### config.mk
export PLATFORM = sky130hd
export DESIGN_NAME = rs_chien_search_flat
export DESIGN_NICKNAME = d
export VERILOG_FILES = /design/src/rtl/rs_chien_search_if.sv /design/src/rtl/rs_chien_search.sv /design/src/flat_wrapper.sv
export SDC_FILE = /design/constraint.sdc
export NUM_CORES = 1
export LEC_CHECK = 0
export CAP_MARGIN = 10
export CORE_MARGIN = 2
export CORE_UTILIZATION = 35
export DETAILED_ROUTE_END_ITERATION = 8
export PLACE_DENSITY = 0.52
export SLEW_MARGIN = 20
export SYNTH_ARGS = -nofsm -noshare
export SYNTH_HDL_FRONTEND = slang
export SYNTH_SLANG_ARGS = --single-unit
### constraint.sdc
create_clock -name clk -period 5.8 [get_ports clk]
set_input_delay 1.16 -clock clk [delete_from_list [all_inputs] [get_ports clk]]
set_output_delay 1.16 -clock clk [all_outputs]
set_load 0.02 [all_outputs]
### src/rtl/rs_chien_search_if.sv
// Port bundle for the RS(255,251) Chien search stage.
//
// Handshake: `start` is a one-cycle request pulse and is honoured only when
// the stage is idle; lambda1/lambda2/deg are sampled on that same edge.
// `done` is a one-cycle completion pulse. error_num/el1/el2/pos1/pos2/fail
// are valid from the `done` cycle and hold until the next honoured start.
// `dbg_state` mirrors the FSM state for observation only.
interface rs_chien_search_if;
    logic       start;
    logic [7:0] lambda1;
    logic [7:0] lambda2;
    logic [1:0] deg;
    logic       busy;
    logic       done;
    logic [2:0] error_num;
    logic [7:0] el1;
    logic [7:0] el2;
    logic [7:0] pos1;
    logic [7:0] pos2;
    logic       fail;
    logic [1:0] dbg_state;

    modport master (
        output start, lambda1, lambda2, deg,
        input  busy, done, error_num, el1, el2, pos1, pos2, fail, dbg_state
    );

    modport slave (
        input  start, lambda1, lambda2, deg,
        output busy, done, error_num, el1, el2, pos1, pos2, fail, dbg_state
    );
endinterface

### src/rtl/rs_chien_search.sv
// Chien search for the RS(255,251) decoder (t=2), GF(2^8) poly 0x11D, alpha=0x02.
// Evaluates Lambda(x)=1+l1*x+l2*x^2 at x=alpha^i for i=0..N-1, one point per
// cycle, recording up to two roots (el = alpha^i, pos = (255-i) mod 255).
// Optional macro CHIEN_EARLY_EXIT_EN: leave the search as soon as the number
// of roots found equals the polynomial degree.
module rs_chien_search #(
    parameter int N = 255
) (
    input logic           clk,
    input logic           rst_n,
    rs_chien_search_if.slave bus
);

    typedef enum logic [1:0] {
        IDLE   = 2'd0,
        SEARCH = 2'd1,
        FINISH = 2'd2
    } state_t;

    localparam logic [7:0] LAST_I = 8'(N - 1);

    state_t     state;
    logic [7:0] r1;
    logic [7:0] r2;
    logic [7:0] alpha_i;
    logic [7:0] idx;
    logic [1:0] deg_r;
    logic [1:0] cnt;

    logic       busy_r;
    logic       done_r;
    logic [2:0] error_num_r;
    logic [7:0] el1_r;
    logic [7:0] el2_r;
    logic [7:0] pos1_r;
    logic [7:0] pos2_r;
    logic       fail_r;

    logic       is_root;
    logic [1:0] cnt_next;
    logic [7:0] pos_now;
    logic       finish_now;

    // Multiply by alpha: shift left and reduce by 0x11D.
    function automatic logic [7:0] mul_a(input logic [7:0] a);
        return {a[6:0], 1'b0} ^ (a[7] ? 8'h1D : 8'h00);
    endfunction

    // Root test at the current point, saturating root count and position.
    always_comb begin
        is_root  = ((8'h01 ^ r1 ^ r2) == 8'h00);
        cnt_next = (is_root && (cnt != 2'd3)) ? cnt + 2'd1 : cnt;
        pos_now  = (idx == 8'd0) ? 8'd0 : 8'd255 - idx;
    end

`ifdef CHIEN_EARLY_EXIT_EN
    assign finish_now = (idx == LAST_I) || (cnt_next == deg_r);
`else
    assign finish_now = (idx == LAST_I);
`endif

    // Control FSM with registered outputs and the evaluation datapath.
    always_ff @(posedge clk or negedge rst_n) begin
        if (!rst_n) begin
            state       <= IDLE;
            r1          <= 8'h00;
            r2          <= 8'h00;
            alpha_i     <= 8'h00;
            idx         <= 8'h00;
            deg_r       <= 2'd0;
            cnt         <= 2'd0;
            busy_r      <= 1'b0;
            done_r      <= 1'b0;
            error_num_r <= 3'd0;
            el1_r       <= 8'h00;
            el2_r       <= 8'h00;
            pos1_r      <= 8'h00;
            pos2_r      <= 8'h00;
            fail_r      <= 1'b0;
        end else begin
            case (state)
                IDLE: begin
                    done_r <= 1'b0;
                    if (bus.start) begin
                        el1_r       <= 8'h00;
                        el2_r       <= 8'h00;
                        pos1_r      <= 8'h00;
                        pos2_r      <= 8'h00;
                        error_num_r <= 3'd0;
                        fail_r      <= 1'b0;
                        case (bus.deg)
                            2'd0: begin
                                state  <= FINISH;
                                done_r <= 1'b1;
                            end
                            2'd3: begin
                                state  <= FINISH;
                                done_r <= 1'b1;
                                fail_r <= 1'b1;
                            end
                            default: begin
                                state   <= SEARCH;
                                busy_r  <= 1'b1;
                                r1      <= bus.lambda1;
                                r2      <= bus.lambda2;
                                alpha_i <= 8'h01;
                                idx     <= 8'h00;
                                cnt     <= 2'd0;
                                deg_r   <= bus.deg;
                            end
                        endcase
                    end
                end
                SEARCH: begin
                    if (is_root && (cnt == 2'd0)) begin
                        el1_r  <= alpha_i;
                        pos1_r <= pos_now;
                    end else if (is_root && (cnt == 2'd1)) begin
                        el2_r  <= alpha_i;
                        pos2_r <= pos_now;
                    end
                    cnt     <= cnt_next;
                    r1      <= mul_a(r1);
                    r2      <= mul_a(mul_a(r2));
                    alpha_i <= mul_a(alpha_i);
                    idx     <= idx + 8'd1;
                    if (finish_now) begin
                        state  <= FINISH;
                        busy_r <= 1'b0;
                        done_r <= 1'b1;
                        if (cnt_next == deg_r) begin
                            error_num_r <= {1'b0, cnt_next};
                            fail_r      <= 1'b0;
                        end else begin
                            error_num_r <= 3'd0;
                            fail_r      <= 1'b1;
                        end
                    end
                end
                FINISH: begin
                    done_r <= 1'b0;
                    state  <= IDLE;
                end
                default: begin
                    state <= IDLE;
                end
            endcase
        end
    end

    assign bus.busy      = busy_r;
    assign bus.done      = done_r;
    assign bus.error_num = error_num_r;
    assign bus.el1       = el1_r;
    assign bus.el2       = el2_r;
    assign bus.pos1      = pos1_r;
    assign bus.pos2      = pos2_r;
    assign bus.fail      = fail_r;
    assign bus.dbg_state = state;

endmodule

### src/flat_wrapper.sv
// flat-port wrapper written by rule: the top's interface ports become plain ports
module rs_chien_search_flat 
#(
    parameter int N = 255
)
  (clk, rst_n, bus_start, bus_lambda1, bus_lambda2, bus_deg, bus_busy, bus_done, bus_error_num, bus_el1, bus_el2, bus_pos1, bus_pos2, bus_fail, bus_dbg_state);
  rs_chien_search_if bus_i ();
  input logic clk;
  input logic rst_n;
  input wire logic [$bits(bus_i.start)-1:0] bus_start;
  input wire logic [$bits(bus_i.lambda1)-1:0] bus_lambda1;
  input wire logic [$bits(bus_i.lambda2)-1:0] bus_lambda2;
  input wire logic [$bits(bus_i.deg)-1:0] bus_deg;
  output wire logic [$bits(bus_i.busy)-1:0] bus_busy;
  output wire logic [$bits(bus_i.done)-1:0] bus_done;
  output wire logic [$bits(bus_i.error_num)-1:0] bus_error_num;
  output wire logic [$bits(bus_i.el1)-1:0] bus_el1;
  output wire logic [$bits(bus_i.el2)-1:0] bus_el2;
  output wire logic [$bits(bus_i.pos1)-1:0] bus_pos1;
  output wire logic [$bits(bus_i.pos2)-1:0] bus_pos2;
  output wire logic [$bits(bus_i.fail)-1:0] bus_fail;
  output wire logic [$bits(bus_i.dbg_state)-1:0] bus_dbg_state;
  assign bus_i.start = bus_start;
  assign bus_i.lambda1 = bus_lambda1;
  assign bus_i.lambda2 = bus_lambda2;
  assign bus_i.deg = bus_deg;
  assign bus_busy = bus_i.busy;
  assign bus_done = bus_i.done;
  assign bus_error_num = bus_i.error_num;
  assign bus_el1 = bus_i.el1;
  assign bus_el2 = bus_i.el2;
  assign bus_pos1 = bus_i.pos1;
  assign bus_pos2 = bus_i.pos2;
  assign bus_fail = bus_i.fail;
  assign bus_dbg_state = bus_i.dbg_state;
  rs_chien_search #(.N(N)) u_core (.clk(clk), .rst_n(rst_n), .bus(bus_i));
endmodule
=== After elaboration in Yosys (flattened, before gate mapping) ===
Cells that the tools add are included.

* Reduce and logical (&&, ||, !) cells: 19
* Bitwise gates (word level): 7
* Equal/unequal tests: 13
* Add/subtract/negate cells: 3
* Muxes and demuxes: 53

{| class="wikitable"
|+ Operators with widths
! cell !! number
|-
| $mux W8 || 16
|-
| $pmux W8 S2 || 8
|-
| $xor A8 B8 Y8 || 5
|-
| $mux W5 || 4
|-
| $logic_not A8 Y1 || 2
|-
| $mux W2 || 7
|-
| $reduce_and A3 Y1 || 4
|-
| $mux W1 || 10
|-
| $add A8 B1 Y8 const B || 1
|-
| $eq A8 B8 Y1 const B || 1
|-
| $ne A2 B2 Y1 const B || 4
|-
| $pmux W2 S2 || 2
|-
| $reduce_and A4 Y1 || 2
|-
| $sub A8 B8 Y8 const A || 1
|-
| $logic_not A2 Y1 || 3
|-
| $mux W3 || 2
|-
| $ne A2 B1 Y1 const B || 3
|-
| $pmux W3 S2 || 1
|-
| $eq A2 B1 Y1 const B || 2
|-
| $eq A2 B2 Y1 const B || 2
|-
| $pmux W1 S2 || 2
|-
| $reduce_and A2 Y1 || 2
|-
| $logic_and A1 B1 Y1 || 3
|-
| $pmux W1 S3 || 1
|-
| other kinds (6) || 7
|}

* Output and inout bits: 40
* Input bits: 21
* Flip-flop bits (word level): 76

=== Depth between registers and ports, before layout ===
Gate-level depths: netlist (run 1).

* Depth in word-level cells: 9
* Depth in mapped cells: 10

=== Worst setup path before layout (run 1) ===
OpenSTA, ideal clock, no wires.

* Kind: input to register
* Start point: in bus_deg[0]
* End point: reg u_core.alpha_i[1]
* Path buffers: 3
* Arrival: 2403 ps
* Setup time: 135 ps
* Slack: 3262 ps
* Stages: 7
* Cells stage by stage: ha_1 and3_1 clkbuf_1 nor2_1 buf_2 clkbuf_1 o21ai_0

* Cells in the longest elaborated chain, start to end: 4
* Elaborated cells on any way between the ends: 5

{| class="wikitable"
|+ RTL lines
! element !! line !! text
|-
| start: declaration || flat_wrapper.sv:13 || <nowiki>input wire logic [$bits(bus_i.deg)-1:0] bus_deg;</nowiki>
|-
| $eq A2 B2 Y1 or $logic_not A2 Y1 (tied branches) || rs_chien_search.sv:91 || <nowiki>case (bus.deg)</nowiki>
|-
| $reduce_or A2 Y1 (no source line) * || n/a ||
|-
| $ne A2 B2 Y1 (no source line) * || n/a ||
|-
| $reduce_and A3 Y1 (no source line) * || n/a ||
|-
| end signal: assignment || rs_chien_search.sv:125 || <nowiki>alpha_i <= mul_a(alpha_i);</nowiki>
|-
| end: declaration || rs_chien_search.sv:25 || <nowiki>logic [7:0] alpha_i;</nowiki>
|}

Every way passes the cells marked *; elsewhere a longest branch is shown, timed or not.
A chain may end at the register's enable or synchronous reset.

=== Worst setup path after layout (run 1) ===
* Start point: in bus_start
* End point: reg u_core.error_num_r[1], in the netlist u_core.bus.error_num[1]

* Cells in the longest elaborated chain, start to end: 2

{| class="wikitable"
|+ RTL lines
! element !! line !! text
|-
| start: declaration || flat_wrapper.sv:10 || <nowiki>input wire logic [$bits(bus_i.start)-1:0] bus_start;</nowiki>
|-
| $ne A2 B2 Y1 (no source line) || n/a ||
|-
| $reduce_and A3 Y1 (no source line) || n/a ||
|-
| end signal: assignment || rs_chien_search.sv:132 || <nowiki>error_num_r <= {1'b0, cnt_next};</nowiki>
|-
| end: declaration || rs_chien_search.sv:32 || <nowiki>logic [2:0] error_num_r;</nowiki>
|}

No other way between the ends.

==> flow_metrics.py, run 1 <==
metrics = {
    "status": {
        "result_of_the_run": "finished clean",
    },
    "clock_tree": {
        "cts_resized": 0,
        "clkSlewWorstSetupHoldPaths_ns": 0.09,
        "cts_tree": "yes",
        "postCtsHoldBufs": 0,
        "clock_sink_count": 75,
        "postCtsSetupBuffers": 0,
        "clkLatencyLatePin_ns": 0.35,
        "ctsRootBufferMaster": "sky130_fd_sc_hd__clkbuf_8",
        "clock_path_buffers": 2,
        "number_of_buffers_created_by_cts": 9,
        "clock_tree.htree_level_count": 3,
    },
    "timing": {
        "unrepaired_setup_endpoints_after_global_routing": "no",
        "period_share_pct": 47.8,
        "slew_headroom_pct": 35.9,
        "timing.final.hold_violations": 0,
        "slew_violations": 0,
        "fin_worst_skew_ns": 0.0126,
        "timing.final.setup_violations": 0,
        "fin_crit_ns": 2.77,
        "achievable-frequency_mhz": 361,
        "slew_at_the_pin_closest_to_its_max_slew_limit_ns": 0.962,
        "totalNegativeSetupSlack_ns": 0,
    },
    "worst_setup_path": {
        "worstSetupStartpointType": "input port",
        "crit_path_start": "bus_start",
        "critical_path.max_fanout": 7,
        "timing.critical_path.cells": "clkdlybuf4s50_1 -> nand2b_1 -> nand2_1 -> or3_1 -> nor4bb_1 -> a221o_1",
        "crit-reg2reg-launch": "u_core.bus.dbg_state[1]$_DFFE_PN0P_",
        "critical_path.slowest_cell": "sky130_fd_sc_hd__clkdlybuf4s50_1",
        "crit_buf_inv": 1,
        "critical_path_arrival_ns": 3.06,
        "timing.setup.critical_path_class": "input port to register",
        "cp_top_family": "simple AND/OR/NAND/NOR gates",
        "rrSetupSlack_ns": 3.37,
        "critPathRequiredTime_ns": 6.08,
        "cp_slowest_stage_delay_ns": 0.63,
        "endpoint_kind": "register",
    },
    "worst_hold_path": {
        "hold_path_origin": "u_core.alpha_i[5]$_DFFE_PN0P_",
        "hold_class": "register to register",
    },
    "die": {
        "floorplan.io_pins": 61,
        "fp.dieArea_um2": 12000,
        "rows": 38,
        "die_height_um": 109,
        "start_util_pct": 35.8,
        "width_of_the_die_um": 109,
        "core_ar_um2": 10800,
    },
    "finish": {
        "num-fill-cells": 1059,
        "post-route-util_pct": 44.0,
        "diodes": 0,
        "area_growth_pct": 22.8,
        "layout.cells.most_common": "sky130_fd_sc_hd__dfrtp_1",
        "multi_input_comb_area_um2": 1860,
        "register_area_um2": 1880,
        "design.final.nets": 464,
        "layout-drive-gt1-share_pct": 8.22,
        "layout_common_cells": "sky130_fd_sc_hd__dfrtp_1 (75), sky130_fd_sc_hd__nand2_1 (65), sky130_fd_sc_hd__clkdlybuf4s50_1 (58)",
    },
    "synthesis": {
        "netlist-cell-type-count": 53,
        "postSynth.topFlopCell": "sky130_fd_sc_hd__dfrtp_1",
        "synth.net_count": 416,
        "synth_area_per_cell_um2": 10.1,
        "synth-seq-cells": 75,
        "yosysSeqAreaShare_pct": 48.3,
        "synth_async_sr_flop_share_pct": 100,
        "ys_warn_count": 0,
        "synthesis.area_um2": 3880,
        "synthCells": 385,
        "synth_enable_flop_cells": 0,
    },
    "detailed_routing": {
        "route.detailed.vias_per_inst": 5.19,
        "antenna_violating_nets_post_route": 0,
        "vias": 2999,
        "drt-total-wl_um": 9330,
        "drc": 0,
        "drt_first_iter_violations": 142,
        "first_pass_iters": 4,
        "routed_wire_length_per_instance_um": 16.1,
    },
    "job": {
        "max_cap_violations": 0,
    },
    "global_routing": {
        "grt_start_max_net_pins": 76,
        "antenna_found_initial": 0,
        "grt_first_pass_wirelength_um": 15500,
        "grt_remaining_overflow": 0,
        "first_global_vias": 2928,
        "grt.total_usage_pct": 17.0,
    },
    "placement": {
        "gp_congestion": 0.794,
        "port_buffers": 59,
        "post-dp-hpwl_um": 6440,
    },
    "power": {
        "static_leakage_nw": 2.03,
        "power.density_cell_area_nw_per_um2": 210,
        "total_power_mw": 1.00,
        "ir_drop_mv": 0.103,
    },
}
==> metrics by stage <==
stage	area [um2]	std cells	hold WS [ns]	worst slack, ns
2_1_floorplan	3880	385	0.449	3.26
3_5_place_dp	4550	562	0.473	2.66
4_1_cts	4770	578	0.494	3.05
3_3_place_gp	4550	562	0.463	2.70
5_1_grt	4770	578	0.510	2.88
6_report	4770	578	0.492	3.03
==> cells in the mapped netlist, types with 10 or more instances <==
cell | number | share of area (%)
sky130_fd_sc_hd__mux2i_1 | 11 | 2.8
sky130_fd_sc_hd__nor2_1 | 23 | 2.2
sky130_fd_sc_hd__nand4_1 | 11 | 1.8
sky130_fd_sc_hd__xnor2_1 | 18 | 4.1
sky130_fd_sc_hd__ha_1 | 10 | 3.2
sky130_fd_sc_hd__nand2_1 | 65 | 6.3
sky130_fd_sc_hd__o21ai_0 | 27 | 3.5
sky130_fd_sc_hd__a21oi_1 | 10 | 1.3
sky130_fd_sc_hd__dfrtp_1 | 75 | 48
sky130_fd_sc_hd__o2bb2ai_1 | 16 | 3.6
sky130_fd_sc_hd__clkbuf_1 | 12 | 1.2
==> registers in the layout, indices dropped and copies added (netlist names), 2 cells and up <==
signal and count:
u_core.cnt 2, u_core.bus.el1 8, u_core.bus.el2 8, u_core.r1 8
u_core.bus.error_num 2, u_core.idx 8, u_core.alpha_i 8, u_core.bus.pos2 8
u_core.bus.pos1 8, u_core.deg_r 2, u_core.bus.dbg_state 2, u_core.r2 8
==> area by class of cell <==
class,instances,share of cell area (%)
sequential,75,39.3
multi-input combinational,276,38.9
timing repair buffer,62,12.8
tap,140,3.67
clock buffer,10,2.68
clock inverter,6,1.89
inverter,9,0.708
==> tightest hold or removal path, stage by stage (launching register included) <==
cell and delay [ns]:
sky130_fd_sc_hd__dfrtp_1 0.35, sky130_fd_sc_hd__nand2_1 0.04, sky130_fd_sc_hd__o21ai_0 0.06
==> final timing paths <==
| kind | end | cells after the start |
|---|---|---|
| max | u_core.bus.error_num[1]$_DFFE_PN0P_ | 6 |
| min | u_core.alpha_i[5]$_DFFE_PN0P_ | 2 |
| max reg2reg | u_core.cnt[1]$_DFFE_PN0P_ | 8 |
| min reg2reg | u_core.alpha_i[5]$_DFFE_PN0P_ | 2 |
| max in group asynchronous | u_core.r2[5]$_DFFE_PN0P_ | 1 |
| min in group asynchronous | u_core.bus.pos1[5]$_DFFE_PN0P_ | 1 |
==> per-layer routing <==
metal / track usage, % / part of all wire [%]
met1: 25.7 / 50
met2: 24.6 / 44
met3: 2.73 / 3.9
met4: 5.70 / 1.2
met5: 0 / 0
==> logic make-up (layout without fill, tap and decap cells) <==
logic type / Yosys count / in the layout / synth area share (%)
compound gates: 94 / 94 / 16.5
flops: 75 / 75 / 48.3
mux: 14 / 14 / 3.70
xor+xnor: 28 / 28 / 7.38
simple gates: 129 / 129 / 16.8
buf+inv: 34 / 87 / 4.06
fa+ha+maj: 10 / 10 / 3.22
other cells: 1 / 1 / 0.0965
==> report_power, final <==
part	internal [mW]	switching (mW)	leakage, nW
sequential	0.522	0	0.930
combinational	0.0128	0.0148	0.998
clock	0.243	0.210	0.106
Power figures use the tool's default switching activity.
==> inputs of run 2 (changes only) <==
--- a/config.mk
+++ b/config.mk
@@ -9,7 +9,7 @@
 export CORE_MARGIN = 2
 export CORE_UTILIZATION = 35
 export DETAILED_ROUTE_END_ITERATION = 8
-export PLACE_DENSITY = 0.52
+export PLACE_DENSITY = 0.54
 export SLEW_MARGIN = 20
 export SYNTH_ARGS = -nofsm -noshare
 export SYNTH_HDL_FRONTEND = slang
==> constraint.sdc (replaced) <==
create_clock -name clk -period 2.35 [get_ports clk]
set_input_delay 0.47 -clock clk [delete_from_list [all_inputs] [get_ports clk]]
set_output_delay 0.47 -clock clk [all_outputs]
set_load 0.02 [all_outputs]
==> run 2 against run 1 <==
  * Worst hold slack worse by 0.44 ns
  * Core utilization grew 1.4 points
  * Critical endpoint unchanged
  * Largest cell class unchanged
  * Via count rose by 0.73%
  * Sequential cell count unchanged
==> flow_metrics.py, run 2 (synthesis results as in run 1) <==
metrics = {
    "status": {
        "result_of_the_run": "finished clean",
    },
    "placement": {
        "place_area_um2": 4680,
        "post-dp-hpwl_um": 6620,
        "port_buffers": 59,
        "gp_congestion": 0.764,
        "dp.cells": 576,
    },
    "finish": {
        "stdcell_count": 591,
        "design.final.nets": 478,
        "area_growth_pct": 26.7,
        "layout_common_cells": "sky130_fd_sc_hd__dfrtp_1 (75), sky130_fd_sc_hd__nand2_1 (65), sky130_fd_sc_hd__clkdlybuf4s50_1 (58)",
        "layout-drive-gt1-share_pct": 11.1,
        "post-route-util_pct": 45.4,
        "diodes": 0,
        "multi_input_comb_area_um2": 1860,
        "postLayoutCellArea_um2": 4920,
        "layout.cells.most_common": "sky130_fd_sc_hd__dfrtp_1",
        "register_area_um2": 1880,
        "num-fill-cells": 1057,
    },
    "detailed_routing": {
        "first_pass_iters": 6,
        "vias": 3021,
        "routed_wire_length_per_instance_um": 15.9,
        "drt-total-wl_um": 9370,
        "drc": 0,
        "route.detailed.vias_per_inst": 5.11,
        "antenna_violating_nets_post_route": 0,
        "drt_first_iter_violations": 126,
    },
    "die": {
        "core_ar_um2": 10800,
        "start_util_pct": 35.8,
        "width_of_the_die_um": 109,
        "rows": 38,
        "die_height_um": 109,
        "fp.dieArea_um2": 12000,
        "floorplan.io_pins": 61,
    },
    "worst_setup_path": {
        "critical_path_arrival_ns": 2.36,
        "critical_path.max_fanout": 8,
        "timing.setup.critical_path_class": "register to register",
        "endpoint_kind": "register",
        "worstSetupStartpointType": "register",
        "critPathRequiredTime_ns": 2.63,
    },
    "timing": {
        "period_share_pct": 88.2,
        "unrepaired_setup_endpoints_after_global_routing": "no",
        "slew_headroom_pct": 58.6,
        "fin_worst_skew_ns": 0.0119,
        "fin_crit_ns": 2.07,
        "totalNegativeSetupSlack_ns": 0,
        "timing.final.hold_violations": 0,
        "fin_hold_ws_ns": 0.0552,
        "achievable-frequency_mhz": 482,
        "slew_at_the_pin_closest_to_its_max_slew_limit_ns": 0.617,
        "timing.final.setup_violations": 0,
        "slew_violations": 0,
    },
    "global_routing": {
        "antenna_found_initial": 0,
        "grt.total_usage_pct": 17.0,
        "grt_first_pass_wirelength_um": 15600,
        "grt_remaining_overflow": 0,
        "first_global_vias": 3015,
        "grt_start_max_net_pins": 49,
    },
    "clock_tree": {
        "number_of_buffers_created_by_cts": 9,
        "cts_tree": "yes",
        "clkSlewWorstSetupHoldPaths_ns": 0.08,
        "clock_sink_count": 75,
        "postCtsHoldBufs": 0,
        "clkLatencyLatePin_ns": 0.35,
        "clock_tree.htree_level_count": 3,
        "clock_path_buffers": 2,
        "postCtsSetupBuffers": 0,
        "cts_resized": 0,
        "ctsRootBufferMaster": "sky130_fd_sc_hd__clkbuf_8",
    },
    "job": {
        "max_cap_violations": 0,
    },
    "power": {
        "static_leakage_nw": 2.12,
        "ir_drop_mv": 0.283,
        "power.density_cell_area_nw_per_um2": 524,
    },
    "worst_hold_path": {
        "hold_class": "input port to asynchronous set/reset pin",
    },
}
## run 2: cell count changes in the layout (fill, tap and decap cells not counted)
cell and change:
sky130_fd_sc_hd__clkinv_2 -1, sky130_fd_sc_hd__buf_12 +2, sky130_fd_sc_hd__buf_4 +12, sky130_fd_sc_hd__clkbuf_1 -1, sky130_fd_sc_hd__bufinv_16 +1
## run 2: cell type report
| cell class | count | area share (%) |
|---|---|---|
| inverters | 9 | 0.686 |
| clock inverters | 6 | 2.34 |
| multi-input cells | 276 | 37.7 |
| well taps | 140 | 3.56 |
| clock buffers | 9 | 2.52 |
| flip-flops and latches | 75 | 38.1 |
| repair buffers | 76 | 15.1 |
## run 2: worst max-delay path, cell delays in order (launching register included)
cell and delay (ns):
sky130_fd_sc_hd__dfrtp_1 0.41, sky130_fd_sc_hd__inv_1 0.09, sky130_fd_sc_hd__ha_1 0.32, sky130_fd_sc_hd__nand2b_1 0.14, sky130_fd_sc_hd__nand2_1 0.07, sky130_fd_sc_hd__or3_1 0.48
sky130_fd_sc_hd__nor4bb_1 0.31, sky130_fd_sc_hd__a221o_1 0.19
## run 2: worst paths after layout
check,from,endpoint,slack (ns),depth (start not counted)
worst max-delay path,u_core.bus.dbg_state[0]$_DFFE_PN0P_,u_core.bus.error_num[1]$_DFFE_PN0P_,0.28,7
worst min-delay path,rst_n,u_core.bus.pos1[0]$_DFFE_PN0P_,0.06,1
worst max register to register,u_core.bus.dbg_state[0]$_DFFE_PN0P_,u_core.bus.error_num[1]$_DFFE_PN0P_,0.28,7
worst min register to register,u_core.alpha_i[5]$_DFFE_PN0P_,u_core.alpha_i[5]$_DFFE_PN0P_,0.49,2
max in group asynchronous,rst_n,u_core.alpha_i[0]$_DFFE_PN0P_,1.70,2
min in group clk,u_core.alpha_i[5]$_DFFE_PN0P_,u_core.alpha_i[5]$_DFFE_PN0P_,0.49,2
## run 2: metal layers
layer  track usage (%)  up-vias  wire [um]
li1                  -     1481          -
met1              24.3     1486       4680
met2              25.9       44       4310
met3              3.68       10        273
met4              5.06        0        110
met5                 0        -          0
## run 2: power breakdown
part	internal [mW]	leakage [nW]	total (mW)	switching (mW)
sequential	1.29	0.930	1.29	0
clock	0.703	0.115	1.21	0.508
combinational	0.0380	1.07	0.0768	0.0387
total	2.03	2.12	2.58	0.547
## run 2: metrics by stage
step	total power, mW	setup slack (ns)
final	2.58	0.277
after global placement	1.39	0.154
after detailed placement	1.39	0.0912
after CTS	2.62	0.312
after global routing	2.67	0.156
after floorplan	1.32	0.339
==> inputs of run 3 (changes only) <==
--- a/config.mk
+++ b/config.mk
@@ -10,7 +10,7 @@
 export CORE_UTILIZATION = 35
 export DETAILED_ROUTE_END_ITERATION = 8
 export PLACE_DENSITY = 0.54
-export SLEW_MARGIN = 20
+export SKIP_LAST_GASP = 1
 export SYNTH_ARGS = -nofsm -noshare
 export SYNTH_HDL_FRONTEND = slang
 export SYNTH_SLANG_ARGS = --single-unit
==> results of run 3 <==
The final DEF is identical to that of run 2; final timing and power are the same.
